$ cat config.mk
export PLATFORM = sky130hd
export DESIGN_NAME = mem_wb_stage
export DESIGN_NICKNAME = d
export VERILOG_FILES = /design/src/rtl/mem_wb_stage.sv
export SDC_FILE = /design/constraint.sdc
export NUM_CORES = 1
export LEC_CHECK = 0
export CAP_MARGIN = 20
export CORE_MARGIN = 10
export CORE_UTILIZATION = 42
export CTS_CLUSTER_DIAMETER = 200
export DETAILED_ROUTE_END_ITERATION = 10
export GPL_TIMING_DRIVEN = 0
export PLACE_DENSITY = 0.89
export SLEW_MARGIN = 20
export SYNTH_ARGS = -nofsm -noshare
export SYNTH_HDL_FRONTEND = slang
export SYNTH_SLANG_ARGS = --single-unit
$ cat constraint.sdc
create_clock -name clk_i -period 7.03 [get_ports clk_i]
set_input_delay 1.0545 -clock clk_i [delete_from_list [all_inputs] [get_ports clk_i]]
set_output_delay 1.0545 -clock clk_i [all_outputs]
set_load 0.05 [all_outputs]
$ cat src/rtl/mem_wb_stage.sv
// M/W pipeline register, write-back enables and sticky processor status for the Y86-64 core.
// Optional retired-instruction counter enabled by defining WB_RETIRE_CNT_EN.
module mem_wb_stage #(
  parameter int unsigned DATA_W = 64,
  parameter int unsigned CNT_W  = 64
) (
  input  logic              clk_i,
  input  logic              rst_i,
  input  logic              stall_i,
  input  logic              bubble_i,
  input  logic [2:0]        m_stat_i,
  input  logic [3:0]        m_icode_i,
  input  logic [DATA_W-1:0] m_valE_i,
  input  logic [DATA_W-1:0] m_valM_i,
  input  logic [3:0]        m_dstE_i,
  input  logic [3:0]        m_dstM_i,
  input  logic              dmem_error_i,
  output logic [2:0]        W_stat_o,
  output logic [3:0]        W_icode_o,
  output logic [DATA_W-1:0] W_valE_o,
  output logic [DATA_W-1:0] W_valM_o,
  output logic [3:0]        W_dstE_o,
  output logic [3:0]        W_dstM_o,
  output logic              w_enE_o,
  output logic              w_enM_o,
  output logic [2:0]        cpu_stat_o,
  output logic              halted_o,
  output logic [CNT_W-1:0]  retired_o
);

  localparam logic [2:0] StatAok = 3'd1;
  localparam logic [2:0] StatAdr = 3'd3;
  localparam logic [3:0] INop    = 4'd1;
  localparam logic [3:0] RNone   = 4'hF;

  logic [2:0]        w_stat_in;
  logic [2:0]        r_W_stat;
  logic [3:0]        r_W_icode;
  logic [DATA_W-1:0] r_W_valE;
  logic [DATA_W-1:0] r_W_valM;
  logic [3:0]        r_W_dstE;
  logic [3:0]        r_W_dstM;
  logic [2:0]        r_cpu_stat;
  logic              w_halted;
  logic              w_w_ok;

  // A data-memory fault only overrides an otherwise healthy instruction.
  assign w_stat_in = (m_stat_i == StatAok && dmem_error_i) ? StatAdr : m_stat_i;

  always_ff @(posedge clk_i or posedge rst_i) begin
    if (rst_i) begin
      r_W_stat  <= StatAok;
      r_W_icode <= INop;
      r_W_valE  <= '0;
      r_W_valM  <= '0;
      r_W_dstE  <= RNone;
      r_W_dstM  <= RNone;
    end else if (bubble_i) begin
      r_W_stat  <= StatAok;
      r_W_icode <= INop;
      r_W_valE  <= '0;
      r_W_valM  <= '0;
      r_W_dstE  <= RNone;
      r_W_dstM  <= RNone;
    end else if (!stall_i) begin
      r_W_stat  <= w_stat_in;
      r_W_icode <= m_icode_i;
      r_W_valE  <= m_valE_i;
      r_W_valM  <= m_valM_i;
      r_W_dstE  <= m_dstE_i;
      r_W_dstM  <= m_dstM_i;
    end
  end

  always_ff @(posedge clk_i or posedge rst_i) begin
    if (rst_i) begin
      r_cpu_stat <= StatAok;
    end else if (r_cpu_stat == StatAok && r_W_stat != StatAok) begin
      r_cpu_stat <= r_W_stat;
    end
  end

  assign w_halted = (r_cpu_stat != StatAok);
  assign w_w_ok   = (r_W_stat == StatAok) && !w_halted;

  // popq %rsp: both ports target the same register, the loaded value (port M) wins.
  always_comb begin
    w_enM_o = w_w_ok && (r_W_dstM != RNone);
    w_enE_o = w_w_ok && (r_W_dstE != RNone) && (r_W_dstE != r_W_dstM);
  end

`ifdef WB_RETIRE_CNT_EN
  logic             r_new;
  logic [CNT_W-1:0] r_retired;

  // r_new marks W contents loaded from M since the last edge, so a stall never recounts.
  always_ff @(posedge clk_i or posedge rst_i) begin
    if (rst_i) begin
      r_new <= 1'b0;
    end else begin
      r_new <= !bubble_i && !stall_i;
    end
  end

  always_ff @(posedge clk_i or posedge rst_i) begin
    if (rst_i) begin
      r_retired <= '0;
    end else if (r_new && r_W_stat == StatAok && r_cpu_stat == StatAok) begin
      r_retired <= r_retired + CNT_W'(1);
    end
  end

  assign retired_o = r_retired;
`else
  assign retired_o = '0;
`endif

  assign W_stat_o   = r_W_stat;
  assign W_icode_o  = r_W_icode;
  assign W_valE_o   = r_W_valE;
  assign W_valM_o   = r_W_valM;
  assign W_dstE_o   = r_W_dstE;
  assign W_dstM_o   = r_W_dstM;
  assign cpu_stat_o = r_cpu_stat;
  assign halted_o   = w_halted;

endmodule
==> flow_summary.ini, run 1 <==
[yosys]
syn_area_per_cell_sq_um = 12.0
ys_async_sr_fraction_pct = 100
yosys.area.top_type = dfrtp_1
synth-edff-count = 0
yosys-top-cells-area = dfrtp_1 51%, mux2i_1 20%, nor2_1 7.6%
ys_types = 27
synth.most_common_cell = dfrtp_1
synth_common_cells = 135 x dfrtp_1, 134 x nor2_1, 132 x mux2i_1
ys_warn_count = 0
ys_ff_latch = 146
netlist_area_sq_um = 6620
synth_ff_type = dfrtp_1
syn_inst = 550
synth_top_cell_area_share_pct = 51.0
yosysSeqAreaShare_pct = 55.4

[floorplanning]
design.core.area_sq_um = 15300
io_pins = 361
dieArea_sq_um = 21200
start_util_pct = 43.2
die_x_um = 146
num_rows = 45
die-height_um = 146

[clocking]
cts_max_path_buffers = 2
cts_tree = built
cts_buffers = 17
clk_pin_slew_ps = 50
postCtsHoldBufs = 0
ctsResizeCount = 0
clkLatencyLatePin_ps = 410
cts-htree-levels = 4
cts_setup_buffers = 0
cts_num_sinks = 146
root_buffer = clkbuf_16

[grt]
track_usage_pct = 20.5
grt_max_degree = 75
grt_pass1_vias = 5669
grt_pass1_wl_mm = 34.1
grt_antenna_before_repair = 0
globalRouteOverflowTotal = 0

[timing]
min_period_over_period_pct = 49.5
fin_setup_tns_ps = 0
rsz0062_at_grt = no
slew_violations = 0
worstMarginPinSlew_ps = 590
hold_violations = 0
holdWs_ps = 478
fmax_mhz = 287
skew_ps = 1.60
slew_headroom_pct = 60.5
finalCriticalPeriod_ps = 3480
setup_viol = 0

[setup_path]
path_buf_inv = 1
crit_type = flop to output port
cp.required_ps = 5980
path_cells = nor3b_2 -> nand3_1 -> nor3_1 -> clkdlybuf4s50_1
crit_family = buffers and inverters
worstPathMaxFanout = 4
critPathSlowestCell = clkdlybuf4s50_1
crit_path_start_kind = flop
cp-end-kind = output port
critPathMaxStageDelay_ps = 860
critical_path_arrival_ps = 2430

[routing]
via_per_inst = 4.56
drc = 0
vias = 5244
routed_wl_mm = 22.2
wl_per_cell_um = 19.3
ant_nets = 0
first_pass_iters = 4
drt_iter0_drc = 266

[placement]
place_inst = 1119
routabilityCongestion = 0.796
post-dp-hpwl_mm = 17.3
io_buffers = 294

[power]
leakagePower_nw = 5.24
ir_worst_vdd_mv = 0.160
p_per_area_nw_per_um2 = 240
p_total_mw = 2.59

[run_status]
outcome = finished clean

[final_layout]
drive_above_1_share_pct = 15.2
nFillCells = 1071
area_growth_pct = 62.8
stdcell_count = 1151
final_nets = 1075
antenna_cells = 0
fin_util_pct = 70.4

[job]
cap_violations = 0

[worst_hold_path]
hold_class = flop to flop
[sequential cells by signal (all words and copies together) (netlist names)]
signal and count:
W_icode_o 4, W_stat_o 3, cpu_stat_o 3, W_valM_o 64, W_valE_o 64, W_dstM_o 4
W_dstE_o 4
[final cells by class]
class                      instances  area (sq um)  area share, %
clock buffer                      20           457           4.24
inverter                           4          22.5          0.209
clock inverter                    12           226           2.10
timing repair buffer             295          2970           27.5
tap                              211           264           2.45
multi-input combinational        366          2360           21.9
buffer                            97           813           7.54
sequential                       146          3670           34.0
[power by group]
part / switching [mW] / internal [mW]
registers: 0.0304 / 0.891
clock network: 0.357 / 0.687
logic: 0.381 / 0.240
total: 0.769 / 1.82
[through the flow]
step	cell area (sq um)	setup slack (ps)
floorplan	6860	2070
global placement	10100	2.19
detailed placement	10100	3970
CTS	10800	3520
global route	10800	3420
finish	10800	3550
[metal layers]
metal | GRT usage (%) | vias to the layer above | wire length (um) | part of all wire, %
li1 | - | 2441 | - | -
met1 | 22.4 | 2545 | 8340 | 38
met2 | 36.8 | 235 | 11800 | 53
met3 | 7.05 | 23 | 1730 | 7.8
met4 | 6.12 | 0 | 361 | 1.6
met5 | 0 | - | 0 | 0
[layout by cell type, fill, tap and decap left out, types with 2 or more instances in the layout]
cell type / n
conb_1: 64
dfstp_2: 11
clkbuf_16: 17
bufinv_16: 6
clkinvlp_4: 2
buf_8: 14
xor2_1: 4
nor2_1: 134
clkbuf_1: 10
nor2b_1: 2
clkdlybuf4s50_1: 294
inv_6: 2
mux2i_1: 132
clkbuf_8: 2
dfrtp_1: 135
buf_12: 2
nand2_1: 2
inv_1: 3
and2b_2: 8
a211o_1: 10
buf_4: 65
buf_2: 6
[logic make-up (layout without fill, tap and decap cells)]
family,after synthesis,after routing,share of synthesized area (%)
AND/OR/NAND/NOR,152,152,9.64
flip-flops,146,146,55.4
multiplexers,132,132,20.0
AO/OA/AOI/OAI,14,14,1.93
buffers and inverters,101,428,12.5
other,1,64,0.0566
XOR/XNOR,4,4,0.529
[path summary, 6_finish.rpt]
| kind | start | end | slack, ps | cells past startpoint |
|---|---|---|---|---|
| worst max-delay path | cpu_stat_o[0]$_DFFE_PP1P_ | w_enE_o | 3550 | 4 |
| worst min-delay path | cpu_stat_o[0]$_DFFE_PP1P_ | cpu_stat_o[0]$_DFFE_PP1P_ | 480 | 1 |
| worst max register to register | cpu_stat_o[0]$_DFFE_PP1P_ | cpu_stat_o[0]$_DFFE_PP1P_ | 5930 | 3 |
| worst min register to register | cpu_stat_o[0]$_DFFE_PP1P_ | cpu_stat_o[0]$_DFFE_PP1P_ | 480 | 1 |
| max in group asynchronous | rst_i | W_icode_o[0]$_DFFE_PP1P_ | 5150 | 3 |
| min in group asynchronous | rst_i | W_valE_o[31]$_DFFE_PP0P_ | 1110 | 2 |
No activity file was read; power rests on OpenSTA's default activity.
==> inputs of run 2 (changes only) <==
CORE_UTILIZATION = 39   (was 42)
PLACE_DENSITY = 0.84   (was 0.89)
clock period = 3.26 ns   (was 7.03 ns; I/O delays follow)
==> flow_summary.ini, run 2 (same netlist as run 1, synthesis figures left out) <==
[routing]
ant_nets = 0
drc = 0
drt_iter0_drc = 154
vias = 5184
wl_per_cell_um = 18.5
via_per_inst = 4.46
first_pass_iters = 4
routed_wl_mm = 21.5

[timing]
fin_setup_tns_ps = 0
min_period_over_period_pct = 92.4
worstMarginPinSlew_ps = 628
finalCriticalPeriod_ps = 3010
setup_viol = 0
rsz0062_at_grt = no
skew_ps = 2.78
slew_headroom_pct = 58.1
fmax_mhz = 332
slew_violations = 0
hold_violations = 0
setup_slack_ps = 247

[setup_path]
critical_path_arrival_ps = 2520
cp-end-kind = output port
worstPathMaxFanout = 4
rrSetupSlack_ps = 2140
crit_path_start_kind = flop
cp.required_ps = 2770
crit_type = flop to output port

[floorplanning]
num_rows = 47
start_util_pct = 39.8
die_x_um = 150
design.core.area_sq_um = 16600
die-height_um = 150
io_pins = 361
dieArea_sq_um = 22600

[grt]
grt_pass1_wl_mm = 32.4
grt_max_degree = 34
grt_pass1_vias = 5635
grt_antenna_before_repair = 0
track_usage_pct = 18.6
globalRouteOverflowTotal = 0

[final_layout]
mostFrequentLayoutCell = clkdlybuf4s50_1
drive_above_1_share_pct = 15.5
antenna_cells = 0
nFillCells = 1332
area_growth_pct = 62.3
final_nets = 1078
mostFrequentLayoutCells = 294 x clkdlybuf4s50_1, 135 x dfrtp_1, 134 x nor2_1, 132 x mux2i_1, 65 x buf_4

[clocking]
postCtsHoldBufs = 0
cts_buffers = 17
cts_num_sinks = 146
ctsResizeCount = 0
cts_max_path_buffers = 2
clk_pin_slew_ps = 60
cts-htree-levels = 4
cts_tree = built
root_buffer = clkbuf_16
clkLatencyLatePin_ps = 410
cts_setup_buffers = 0

[worst_hold_path]
hold_class = flop to flop

[power]
leakagePower_nw = 5.22
ir_worst_vdd_mv = 0.449
p_per_area_nw_per_um2 = 490

[run_status]
outcome = finished clean

[placement]
place_ws_ps = 698
routabilityCongestion = 0.795
post-dp-hpwl_mm = 17.2
io_buffers = 294

[job]
cap_violations = 0
==> run 2: cell count changes in the layout (fill, tap and decap cells not counted) <==
| cell | previous run | this run |
|---|---|---|
| buf_16 | 1 | 0 |
| bufinv_16 | 6 | 2 |
| inv_8 | 1 | 0 |
| inv_6 | 2 | 3 |
| buf_12 | 2 | 6 |
| clkinv_2 | 1 | 5 |
==> run 2: cell type report <==
type / count / area, sq um / area share [%]
buffer: 97 / 813 / 7.57
clock buffer: 20 / 457 / 4.25
clock inverter: 12 / 128 / 1.19
inverter: 4 / 18.8 / 0.175
multi-input combinational: 366 / 2360 / 22.0
sequential: 146 / 3670 / 34.1
tap: 220 / 275 / 2.56
timing repair buffer: 298 / 3020 / 28.1
==> run 2: worst max-delay path, cell delays in order (launching register included) <==
cell and delay [ps]:
dfstp_2 560, nor3b_2 240, nand3_1 180, a41oi_1 250, clkdlybuf4s50_1 880
==> run 2: through the flow <==
step	instances	hold slack (ps)	utilization (%)	area (sq um)	power [mW]
6_report	1163	481	64.6	10700	5.27
4_1_cts	1163	483	64.6	10700	5.32
3_3_place_gp	1127	465	60.6	10100	3.33
3_5_place_dp	1131	469	61.0	10200	3.36
5_1_grt	1163	499	64.6	10700	5.47
2_1_floorplan	613	581	-	6860	2.87
==> run 2: power breakdown <==
group          switching (mW)  internal, mW  leakage [nW]
logic                   0.815         0.524          3.03
clock network           0.775          1.17         0.291
registers              0.0641          1.92          1.91
total                    1.65          3.61          5.22
==> run 2: worst paths after layout <==
| kind | startpoint | endpoint | depth (start not counted) |
|---|---|---|---|
| min in group asynchronous | rst_i | W_valM_o[4]$_DFFE_PP0P_ | 2 |
| max reg2reg | cpu_stat_o[0]$_DFFE_PP1P_ | cpu_stat_o[0]$_DFFE_PP1P_ | 3 |
| min reg2reg | cpu_stat_o[0]$_DFFE_PP1P_ | cpu_stat_o[0]$_DFFE_PP1P_ | 1 |
| max | cpu_stat_o[0]$_DFFE_PP1P_ | w_enM_o | 4 |
| max in group asynchronous | rst_i | W_icode_o[0]$_DFFE_PP1P_ | 5 |
| min | cpu_stat_o[0]$_DFFE_PP1P_ | cpu_stat_o[0]$_DFFE_PP1P_ | 1 |
==> run 2: routing by layer <==
layer / vias up / wire length [um] / track usage [%]
met2: 213 / 11100 / 32.0
met1: 2490 / 8260 / 21.1
met3: 30 / 1650 / 6.12
met4: 0 / 528 / 6.80
met5: - / 0 / 0
li1: 2451 / - / -
==> inputs of run 3 (changes only) <==
CORE_MARGIN = 5   (was 10)
SKIP_LAST_GASP = 1   (was not set)
==> flow_summary.ini, run 3 (same netlist as run 1, synthesis figures left out) <==
[final_layout]
area_growth_pct = 63.3
drive_above_1_share_pct = 15.4
nFillCells = 1335
mostFrequentLayoutCells = 294 x clkdlybuf4s50_1, 135 x dfrtp_1, 134 x nor2_1, 132 x mux2i_1, 65 x buf_4
mostFrequentLayoutCell = clkdlybuf4s50_1
stdcell_count = 1164
finalInstanceArea_sq_um = 10800
antenna_cells = 0
final_nets = 1079

[setup_path]
r2r_start = cpu_stat_o[0]$_DFFE_PP1P_
cp-end-kind = output port
crit_type = flop to output port
cp-startpoint = cpu_stat_o[0]$_DFFE_PP1P_
worstPathMaxFanout = 4
critical_path_arrival_ps = 2470
crit_path_start_kind = flop
cp.required_ps = 2770

[floorplanning]
start_util_pct = 39.8
die-height_um = 140
die_x_um = 140
dieArea_sq_um = 19700
design.core.area_sq_um = 16600
io_pins = 361
num_rows = 47

[clocking]
root_buffer = clkbuf_16
clk_pin_slew_ps = 60
ctsResizeCount = 0
cts_setup_buffers = 0
cts_max_path_buffers = 2
clkLatencyLatePin_ps = 410
cts_num_sinks = 146
cts_tree = built
cts-htree-levels = 4
cts_buffers = 17
postCtsHoldBufs = 0

[run_status]
outcome = finished clean

[placement]
place_area_sq_um = 10200
io_buffers = 294
place_inst = 1132
place_ws_ps = 708
routabilityCongestion = 0.816
post-dp-hpwl_mm = 15.9

[routing]
vias = 5242
routed_wl_mm = 20.3
drt_iter0_drc = 169
wl_per_cell_um = 17.5
via_per_inst = 4.50
wl_met3_mm = 1.45
first_pass_iters = 4
drc = 0
met2RoutedLength_mm = 10.7
drt-met1-wl_mm = 7.70
top_layer_used = met5
ant_nets = 0

[grt]
grt_max_degree = 34
grt_antenna_before_repair = 1
grt_pass1_wl_mm = 31.4
grt_pass1_vias = 5652
globalRouteOverflowTotal = 0
track_usage_pct = 20.3

[job]
cap_violations = 0

[timing]
setup_viol = 0
min_period_over_period_pct = 90.7
rsz0062_at_grt = no
finalCriticalPeriod_ps = 2960
slew_headroom_pct = 62.0
worstMarginPinSlew_ps = 569
fin_setup_tns_ps = 0
hold_violations = 0
setup_slack_ps = 304
holdWs_ps = 444
skew_ps = 8.27
slew_violations = 0
fmax_mhz = 338

[worst_hold_path]
hold_class = input port to async pin

[power]
leakagePower_nw = 5.24
ir_worst_vdd_mv = 0.351
p_per_area_nw_per_um2 = 498
==> run 3: cell count changes in the layout (fill, tap and decap cells not counted) <==
cell / delta
clkinv_4: +2
inv_6: -2
clkbuf_1: +2
buf_12: -1
clkinvlp_4: +2
buf_16: +2
clkinv_2: -4
clkbuf_8: -2
bufinv_16: +2
==> run 3: power breakdown <==
part           internal [mW]  switching, mW  total, mW
clock network           1.29          0.775       2.06
logic                  0.529          0.812       1.34
registers               1.92         0.0664       1.99
total                   3.74           1.65       5.39
==> run 3: path summary, 6_finish.rpt <==
check                      slack, ps  cells past startpoint                   endpoint
min in group clk_i               490                      1  cpu_stat_o[0]$_DFFE_PP1P_
max                              300                      4                    w_enE_o
max reg2reg                     2100                      3  cpu_stat_o[0]$_DFFE_PP1P_
min reg2reg                      490                      1  cpu_stat_o[0]$_DFFE_PP1P_
max in group asynchronous       1830                      5    W_dstM_o[2]$_DFFE_PP1P_
min                              440                      2   W_valE_o[41]$_DFFE_PP0P_
==> run 3: per-layer routing <==
layer / vias to the layer above / global-route usage [%]
li1: 2446 / -
met1: 2532 / 23.0
met2: 225 / 36.3
met3: 37 / 5.73
met4: 2 / 7.75
met5: - / 0
==> run 3: area by class of cell <==
class	count	area (sq um)	share of cell area [%]
flip-flops and latches	146	3670	33.9
plain buffers	97	813	7.52
clock buffers	20	437	4.04
multi-input cells	366	2360	21.8
clock inverters	12	183	1.69
repair buffers	299	3060	28.3
well taps	220	275	2.55
inverters	4	18.8	0.174
==> run 3: stage by stage <==
step / power (mW) / utilization, %
final: 5.39 / 65.0
after global routing: 5.59 / 65.0
after CTS: 5.44 / 65.0
after detailed placement: 3.36 / 61.3
after global placement: 3.32 / 60.6
after floorplan: 2.87 / -
==> run 3: worst max-delay path, cell delays in order (launching register included) <==
cell and delay, ps:
dfstp_2 560, nor3b_2 250, nand3_1 190, nor3_1 210
clkdlybuf4s50_1 850
